[src/rtl/axis_complex_combiner.sv]
// ---------------------------------------------------------------------------
// axis_complex_combiner
//
// Joins one beat from every enabled real/imag AXI-Stream input pair, sums the
// samples lane by lane (signed), scales each lane sum by an arithmetic right
// shift and emits a packed {imag, real} complex stream. A two-register
// stallable pipeline carries full backpressure.
//
// Optional feature macro: AXIS_COMBINER_SAT_EN
//   defined   : each shifted lane saturates to the SAMPLE_WIDTH signed range
//   undefined : each shifted lane keeps its low SAMPLE_WIDTH bits (wrap)
//
// Ports
//   clock               sole clock
//   resetn              asynchronous active-low reset
//   ch_enable           per-channel include mask, applied at each fire edge
//   s_axis_real_*       NCH real inputs (tdata, tvalid, tlast, tready)
//   s_axis_imag_*       NCH imag inputs (tdata, tvalid, tlast, tready)
//   m_axis_s2mm_*       packed complex output {imag, real}, tkeep, tvalid,
//                       tlast, tready
//   tlast_err           sticky flag: enabled channels disagreed on tlast
// ---------------------------------------------------------------------------
module axis_complex_combiner #(
   parameter int NCH          = 4,
   parameter int SDATA_WIDTH  = 128,
   parameter int SAMPLE_WIDTH = 16,
   parameter int SHIFT        = 2
) (
   input  logic                       clock,
   input  logic                       resetn,
   input  logic [NCH-1:0]             ch_enable,
   input  logic [NCH*SDATA_WIDTH-1:0] s_axis_real_tdata,
   input  logic [NCH-1:0]             s_axis_real_tvalid,
   input  logic [NCH-1:0]             s_axis_real_tlast,
   output logic [NCH-1:0]             s_axis_real_tready,
   input  logic [NCH*SDATA_WIDTH-1:0] s_axis_imag_tdata,
   input  logic [NCH-1:0]             s_axis_imag_tvalid,
   input  logic [NCH-1:0]             s_axis_imag_tlast,
   output logic [NCH-1:0]             s_axis_imag_tready,
   output logic [2*SDATA_WIDTH-1:0]   m_axis_s2mm_tdata,
   output logic [2*SDATA_WIDTH/8-1:0] m_axis_s2mm_tkeep,
   output logic                       m_axis_s2mm_tvalid,
   output logic                       m_axis_s2mm_tlast,
   input  logic                       m_axis_s2mm_tready,
   output logic                       tlast_err
);

   localparam int SAMPLES = SDATA_WIDTH / SAMPLE_WIDTH;
   localparam int SUM_W   = SAMPLE_WIDTH + $clog2(NCH);
   localparam int KEEP_W  = 2*SDATA_WIDTH/8;

`ifdef AXIS_COMBINER_SAT_EN
   localparam logic signed [SUM_W-1:0] LANE_MAX =
      {{(SUM_W-SAMPLE_WIDTH+1){1'b0}}, {(SAMPLE_WIDTH-1){1'b1}}};
   localparam logic signed [SUM_W-1:0] LANE_MIN =
      {{(SUM_W-SAMPLE_WIDTH+1){1'b1}}, {(SAMPLE_WIDTH-1){1'b0}}};
`endif

   // Floor-shift a lane sum and bring it back to SAMPLE_WIDTH.
   function automatic logic signed [SAMPLE_WIDTH-1:0] scale_lane(
      input logic signed [SUM_W-1:0] s
   );
      logic signed [SUM_W-1:0] sh;
      sh = s >>> SHIFT;
`ifdef AXIS_COMBINER_SAT_EN
      if (sh > LANE_MAX)
         return LANE_MAX[SAMPLE_WIDTH-1:0];
      else if (sh < LANE_MIN)
         return LANE_MIN[SAMPLE_WIDTH-1:0];
      else
         return sh[SAMPLE_WIDTH-1:0];
`else
      return sh[SAMPLE_WIDTH-1:0];
`endif
   endfunction

   // Control state
   logic run_q;
   logic vld_p1;
   logic vld_p2;
   logic tlast_err_q;

   // Pipeline data
   logic signed [SUM_W-1:0]   sum_re_p1 [SAMPLES];
   logic signed [SUM_W-1:0]   sum_im_p1 [SAMPLES];
   logic                      last_p1;
   logic [2*SDATA_WIDTH-1:0]  data_p2;
   logic                      last_p2;

   // Combinational join / sum
   logic                      all_valid;
   logic                      rdy_p1;
   logic                      rdy_p2;
   logic                      fire;
   logic                      last_c;
   logic                      err_c;
   logic signed [SUM_W-1:0]   sum_re_c [SAMPLES];
   logic signed [SUM_W-1:0]   sum_im_c [SAMPLES];
   logic [2*SDATA_WIDTH-1:0]  data_c;

   // A stage accepts when empty or when its occupant leaves this cycle.
   assign rdy_p2 = !vld_p2 || m_axis_s2mm_tready;
   assign rdy_p1 = !vld_p1 || rdy_p2;

   always_comb begin
      all_valid = 1'b1;
      for (int k = 0; k < NCH; k++) begin
         if (ch_enable[k] && !(s_axis_real_tvalid[k] && s_axis_imag_tvalid[k]))
            all_valid = 1'b0;
      end
   end

   // run_q keeps every ready low while in reset and until the first edge
   // after release.
   assign fire = run_q && all_valid && (|ch_enable) && rdy_p1;
   assign s_axis_real_tready = {NCH{run_q && all_valid && rdy_p1}} & ch_enable;
   assign s_axis_imag_tready = {NCH{run_q && all_valid && rdy_p1}} & ch_enable;

   // Reference tlast comes from the lowest-index enabled real input; any
   // enabled real or imag tlast that disagrees flags an error.
   always_comb begin
      logic found;
      found  = 1'b0;
      last_c = 1'b0;
      err_c  = 1'b0;
      for (int k = 0; k < NCH; k++) begin
         if (ch_enable[k] && !found) begin
            last_c = s_axis_real_tlast[k];
            found  = 1'b1;
         end
      end
      for (int k = 0; k < NCH; k++) begin
         if (ch_enable[k] &&
             ((s_axis_real_tlast[k] != last_c) || (s_axis_imag_tlast[k] != last_c)))
            err_c = 1'b1;
      end
   end

   always_comb begin
      logic signed [SAMPLE_WIDTH-1:0] smp;
      smp = '0;
      for (int l = 0; l < SAMPLES; l++) begin
         sum_re_c[l] = '0;
         sum_im_c[l] = '0;
      end
      for (int k = 0; k < NCH; k++) begin
         if (ch_enable[k]) begin
            for (int l = 0; l < SAMPLES; l++) begin
               smp = s_axis_real_tdata[k*SDATA_WIDTH + l*SAMPLE_WIDTH +: SAMPLE_WIDTH];
               sum_re_c[l] = sum_re_c[l] +
                  {{(SUM_W-SAMPLE_WIDTH){smp[SAMPLE_WIDTH-1]}}, smp};
               smp = s_axis_imag_tdata[k*SDATA_WIDTH + l*SAMPLE_WIDTH +: SAMPLE_WIDTH];
               sum_im_c[l] = sum_im_c[l] +
                  {{(SUM_W-SAMPLE_WIDTH){smp[SAMPLE_WIDTH-1]}}, smp};
            end
         end
      end
   end

   always_ff @(posedge clock or negedge resetn) begin
      if (!resetn) begin
         run_q       <= 1'b0;
         vld_p1      <= 1'b0;
         vld_p2      <= 1'b0;
         tlast_err_q <= 1'b0;
      end else begin
         run_q <= 1'b1;
         if (rdy_p1)
            vld_p1 <= fire;
         if (rdy_p2)
            vld_p2 <= vld_p1;
         if (fire && err_c)
            tlast_err_q <= 1'b1;
      end
   end

   // ---- stage 1: widened lane sums ----
   always_ff @(posedge clock) begin
      if (fire) begin
         sum_re_p1 <= sum_re_c;
         sum_im_p1 <= sum_im_c;
         last_p1   <= last_c;
      end
   end

   always_comb begin
      data_c = '0;
      for (int l = 0; l < SAMPLES; l++) begin
         data_c[l*SAMPLE_WIDTH +: SAMPLE_WIDTH]               = scale_lane(sum_re_p1[l]);
         data_c[SDATA_WIDTH + l*SAMPLE_WIDTH +: SAMPLE_WIDTH] = scale_lane(sum_im_p1[l]);
      end
   end

   // ---- stage 2: scaled, reduced output register ----
   always_ff @(posedge clock or negedge resetn) begin
      if (!resetn) begin
         data_p2 <= '0;
         last_p2 <= 1'b0;
      end else if (rdy_p2 && vld_p1) begin
         data_p2 <= data_c;
         last_p2 <= last_p1;
      end
   end

   assign m_axis_s2mm_tdata  = data_p2;
   assign m_axis_s2mm_tlast  = last_p2;
   assign m_axis_s2mm_tvalid = vld_p2;
   assign m_axis_s2mm_tkeep  = {KEEP_W{vld_p2}};
   assign tlast_err          = tlast_err_q;

endmodule

[config.mk]
export PLATFORM = sky130hd
export DESIGN_NAME = axis_complex_combiner
export DESIGN_NICKNAME = d
export VERILOG_FILES = /design/src/rtl/axis_complex_combiner.sv
export SDC_FILE = /design/constraint.sdc
export NUM_CORES = 2
export LEC_CHECK = 0
export BUFFER_PORTS_ARGS = -buffer_cell sky130_fd_sc_hd__buf_2
export CAP_MARGIN = 40
export CORE_AREA = 2 2 531 533
export DETAILED_ROUTE_END_ITERATION = 16
export DIE_AREA = 0 0 533 535
export PLACE_DENSITY = 0.52
export SYNTH_ARGS = -nofsm -noshare
export SYNTH_HDL_FRONTEND = slang
export SYNTH_SLANG_ARGS = --single-unit
[constraint.sdc]
create_clock -name clock -period 41.4 [get_ports clock]
set_input_delay 0 -clock clock [delete_from_list [all_inputs] [get_ports clock]]
set_output_delay 0 -clock clock [all_outputs]
set_load 0.01 [all_outputs]
==> results.txt <==
Clock tree synthesis selected as its root buffer the cell sky130_fd_sc_hd__clkbuf_16. The portion of total power attributed to combinational logic is between 50% and 60%. The detailed-placement wirelength estimate is 254000 um.

The number of DRC violations after detailed-routing iteration 0 came out at 4146. The share of the clock period used by the worst path after layout came out at 19.1%. The synthesized netlist net count is around 9300. The highest clock frequency the design can meet is ~130 MHz. The total of warnings raised by yosys came out at 0.

The worst hold path belongs to the class in -> reg. The leakage power total came out at approximately 0.037 uW. Port buffering added 1345 buffers. The capture point of the worst path is data_c[92]. The proportion of layout cells with a drive suffix above 1 is around a quarter. The largest net degree at the start of global routing came out at 112. The clock-pin slew on the worst setup and hold paths came out at 0.06 ns. The total setup violations reported at the end of the flow is 0. Summing all multi-input logic gate instances after layout gives 46100 sq um.

The peak supply drop is 0.0332 mV. The die boundary height came out at between 500 and 600 um. For this run, the register share of the synthesized area comes to 22.6%. Of all nets on the critical path, the largest fanout is 95. Setup slack on the worst reg-to-reg path comes out at around 37 ns. Counting distinct cell types in the post-synthesis netlist gives 107. The cell with the biggest individual delay on the critical path is sky130_fd_sc_hd__o31ai_1. The clock network latency to the later pin of the worst-skew pair came out at roughly 0.77 ns. The initialized floorplan defines 194 standard-cell rows. The fraction of synthesized cell area taken by the top area cell type came out at between 10% and 20%.

The path length in cells of the critical path came out at 33. The width of the die came out at 533 um. The worst setup path is captured at a flip-flop. The final routed DRC violation total is 0. The tightest slew margin relative to the limit came out at a little under a fifth.

The fill cell instance count of the final layout came out at 30119. The total congestion overflow came out at 0. The average size of a mapped cell came out at 8.45 sq um. The floorplan die area came out at about 290000 sq um. The number of buffer and inverter stages on the critical path came out at 7. The origin of the worst min-delay path is s_axis_real_tdata[462]. For this design the ratio of total power to cell area is between 30 and 40 nW/um^2. The internal power of the cells totals 1930 uW. The total count of hold-check failures in the final report was 0. The growth of design area from synthesis to finish came out at 28.9%. The netlist area before placement is 63100 sq um. The net switching power is 1240 uW.

After synthesis, the cell types taking the most area are sky130_fd_sc_hd__ha_1 (15%), sky130_fd_sc_hd__edfxtp_1 (12%), sky130_fd_sc_hd__dfrtp_1 (10%), sky130_fd_sc_hd__mux2_2 (8.9%), sky130_fd_sc_hd__xnor2_1 (6.5%). The number of clock sinks seen by CTS came out at 518. TritonCTS built the clock tree. The top-level I/O count is 1346. In the synthesized netlist, the cells that appear most often are sky130_fd_sc_hd__ha_1 (738), sky130_fd_sc_hd__nand2_1 (650), sky130_fd_sc_hd__a21oi_1 (615). The flip-flop and latch count after synthesis came out at 518. The global placement routability congestion is 0.966.

The global router's overall resource usage came out at about a fifth. The most used flip-flop cell after synthesis is sky130_fd_sc_hd__dfrtp_1. The pin slew with the least headroom to its limit is 1.23 ns.

The number of iterations in the first detailed-routing pass is 6. The critical path is of the in -> reg type. The flow ran to the end, and the final reports show no timing, DRC or antenna violations. The final setup skew is 0.0261 ns. The initial antenna violation count came out at between 200 and 250. The kind of cell with the highest combined delay along the critical path is buffers and inverters. TritonCTS created 78 clock buffers. The mean routed wirelength per cell came out at 23.3 um. The worst register-to-register path begins at m_axis_s2mm_tvalid. The count of nets after finishing came out at around 11000. Net switching is 39.2% of the power.

For the finished layout, the period the worst path requires is 7.91 ns. Registers take 14200 sq um. The depth of the worst register-to-register path is 8. Setup repair after global routing left no endpoint under its margin.

Sequential cells burn 22.8% of the power. By instance count, the cell type seen most on the critical path is sky130_fd_sc_hd__nand2_1. The aggregate negative setup slack is 0 ns.

The total of max-cap violations came out at 0. Across all layers, the routed design uses 63425 vias. The wire length of the first global-routing pass came out at about 430000 um. For the worst setup path, the data required time is 41.89 ns. In this run the worst setup path begins at ch_enable[0].

The share of total power dissipated in the clock network is 21.6%. The number of enable flip-flop cells after synthesis is between 200 and 300. The proportion of synthesized flip-flops having asynchronous set or reset came out at 50.4%. The maximum level of the CTS H-tree came out at 3. The destination of the worst register-to-register timing path is data_c[137].

The biggest area contributor in the post-synthesis netlist is sky130_fd_sc_hd__ha_1. The quantity of gates resized following cts is 0. The synthesized netlist cell count is 7469.

The total length of routed wires came out at between 300000 and 400000 um. The max-slew violation total from the final report is 0. The worst setup path is launched from an input pin. The overall power consumption came out at approximately 3200 uW. The placeable core region is 279000 sq um. Once the floorplan was initialized, standard cells occupied 22.6% of the core. The residual antenna-violating net count after detailed routing came out at 0. Data on the critical path arrives at its endpoint at around 8.4 ns. The vias per cell came out at 4.87.

The pre-CTS worst setup slack is 33.76 ns. The clock passes through at most 4 buffers. The worst setup margin came out at 33.49 ns. The maximum single-stage delay on the critical path came out at about 0.69 ns. The most common cell in the synthesized netlist is sky130_fd_sc_hd__ha_1. The via count of the first global-routing pass came to ~60000.
==> power by group through the flow <==
stage	sequential, uW	combinational, uW	clock (uW)
finish	723	1770	685
global route	734	1940	727
CTS	723	1750	711
detailed placement	732	1570	0
global placement	730	1570	0
floorplan	763	1080	0
==> kinds of logic (layout without fill, tap and decap cells) <==
family	Yosys count	after routing	share of synthesized area (%)
xor+xnor	716	716	9.95
flops	518	518	22.6
fa+ha+maj	815	815	16.4
buf+inv	694	2385	4.49
compound gates	1993	1993	20.4
mux	559	559	9.87
simple gates	2173	2173	16.3
other cells	1	140	0.00594
==> layout by cell type (no fill, tap or decap), types with 247 or more instances in the layout <==
master                             n
sky130_fd_sc_hd__dlygate4sd3_1   469
sky130_fd_sc_hd__edfxtp_1        257
sky130_fd_sc_hd__nor2_1          579
sky130_fd_sc_hd__mux2_2          499
sky130_fd_sc_hd__o21ai_0         340
sky130_fd_sc_hd__buf_2          1340
sky130_fd_sc_hd__xor2_1          247
sky130_fd_sc_hd__a21oi_1         615
sky130_fd_sc_hd__xnor2_1         468
sky130_fd_sc_hd__dfrtp_1         261
sky130_fd_sc_hd__nand2_1         646
sky130_fd_sc_hd__inv_1           372
sky130_fd_sc_hd__ha_1            738
==> per-stage QoR <==
stage	hold slack (ns)	utilization [%]	cell area, sq um	cells
final	0.0746	29.2	81400	13023
after global placement	-0.0656	26.4	73700	12270
after global routing	0.0457	29.1	81200	12937
after detailed placement	-0.0679	26.5	73800	12275
after floorplan	-0.296	-	63100	7469
after CTS	0.000334	29.1	81000	12884
==> tightest hold or removal path, stage by stage <==
cell and delay [ns]:
sky130_fd_sc_hd__buf_2 0.20, sky130_fd_sc_hd__ha_1 0.16, sky130_fd_sc_hd__inv_1 0.06, sky130_fd_sc_hd__xnor2_1 0.12, sky130_fd_sc_hd__nand2_1 0.06, sky130_fd_sc_hd__o21a_1 0.13
==> sequential cells by signal, summed over array words and instances, names as in the netlist <==
name,flops
run_q,1
data_c,256
m_axis_s2mm_tvalid,1
m_axis_s2mm_tlast,1
vld_p1,1
m_axis_s2mm_tdata,256
tlast_err,1
last_p1,1
==> metal layers <==
layer	GRT usage, %	vias to the layer above	share of wire [%]	wire [um]
li1	-	30560	-	-
met1	25.6	29913	42	129000
met2	32.6	2291	44	134000
met3	5.46	555	8.4	25500
met4	9.12	106	5.0	15200
met5	0	-	0.23	686
==> what timing repair did <==
action / 4_1_cts / 5_1_grt
endpoints found under the setup margin: 0 / 0
buffers inserted: 0 / 0
hold buffers: 470 / 0
endpoints found under the hold margin: 397 / 0
==> layout make-up <==
cell class	count	area share, %
Timing Repair Buffer	1870	14.8
Antenna cell	139	0.427
Clock inverter	39	0.517
Sequential cell	518	17.5
Inverter	376	1.76
Multi-Input combinational cell	6257	56.6
Clock buffer	100	2.57
Tap cell	3724	5.73
==> worst min-delay path by stage <==
stage	endpoint	cells past startpoint
after floorplan	m_axis_s2mm_tdata[0]	0
after global placement	m_axis_s2mm_tdata[63]	1
after detailed placement	m_axis_s2mm_tdata[63]	1
after CTS	data_c[135]	6
after global routing	data_c[153]	4
final	data_c[76]	6
Note: power is estimated with default switching activity, not from simulation.
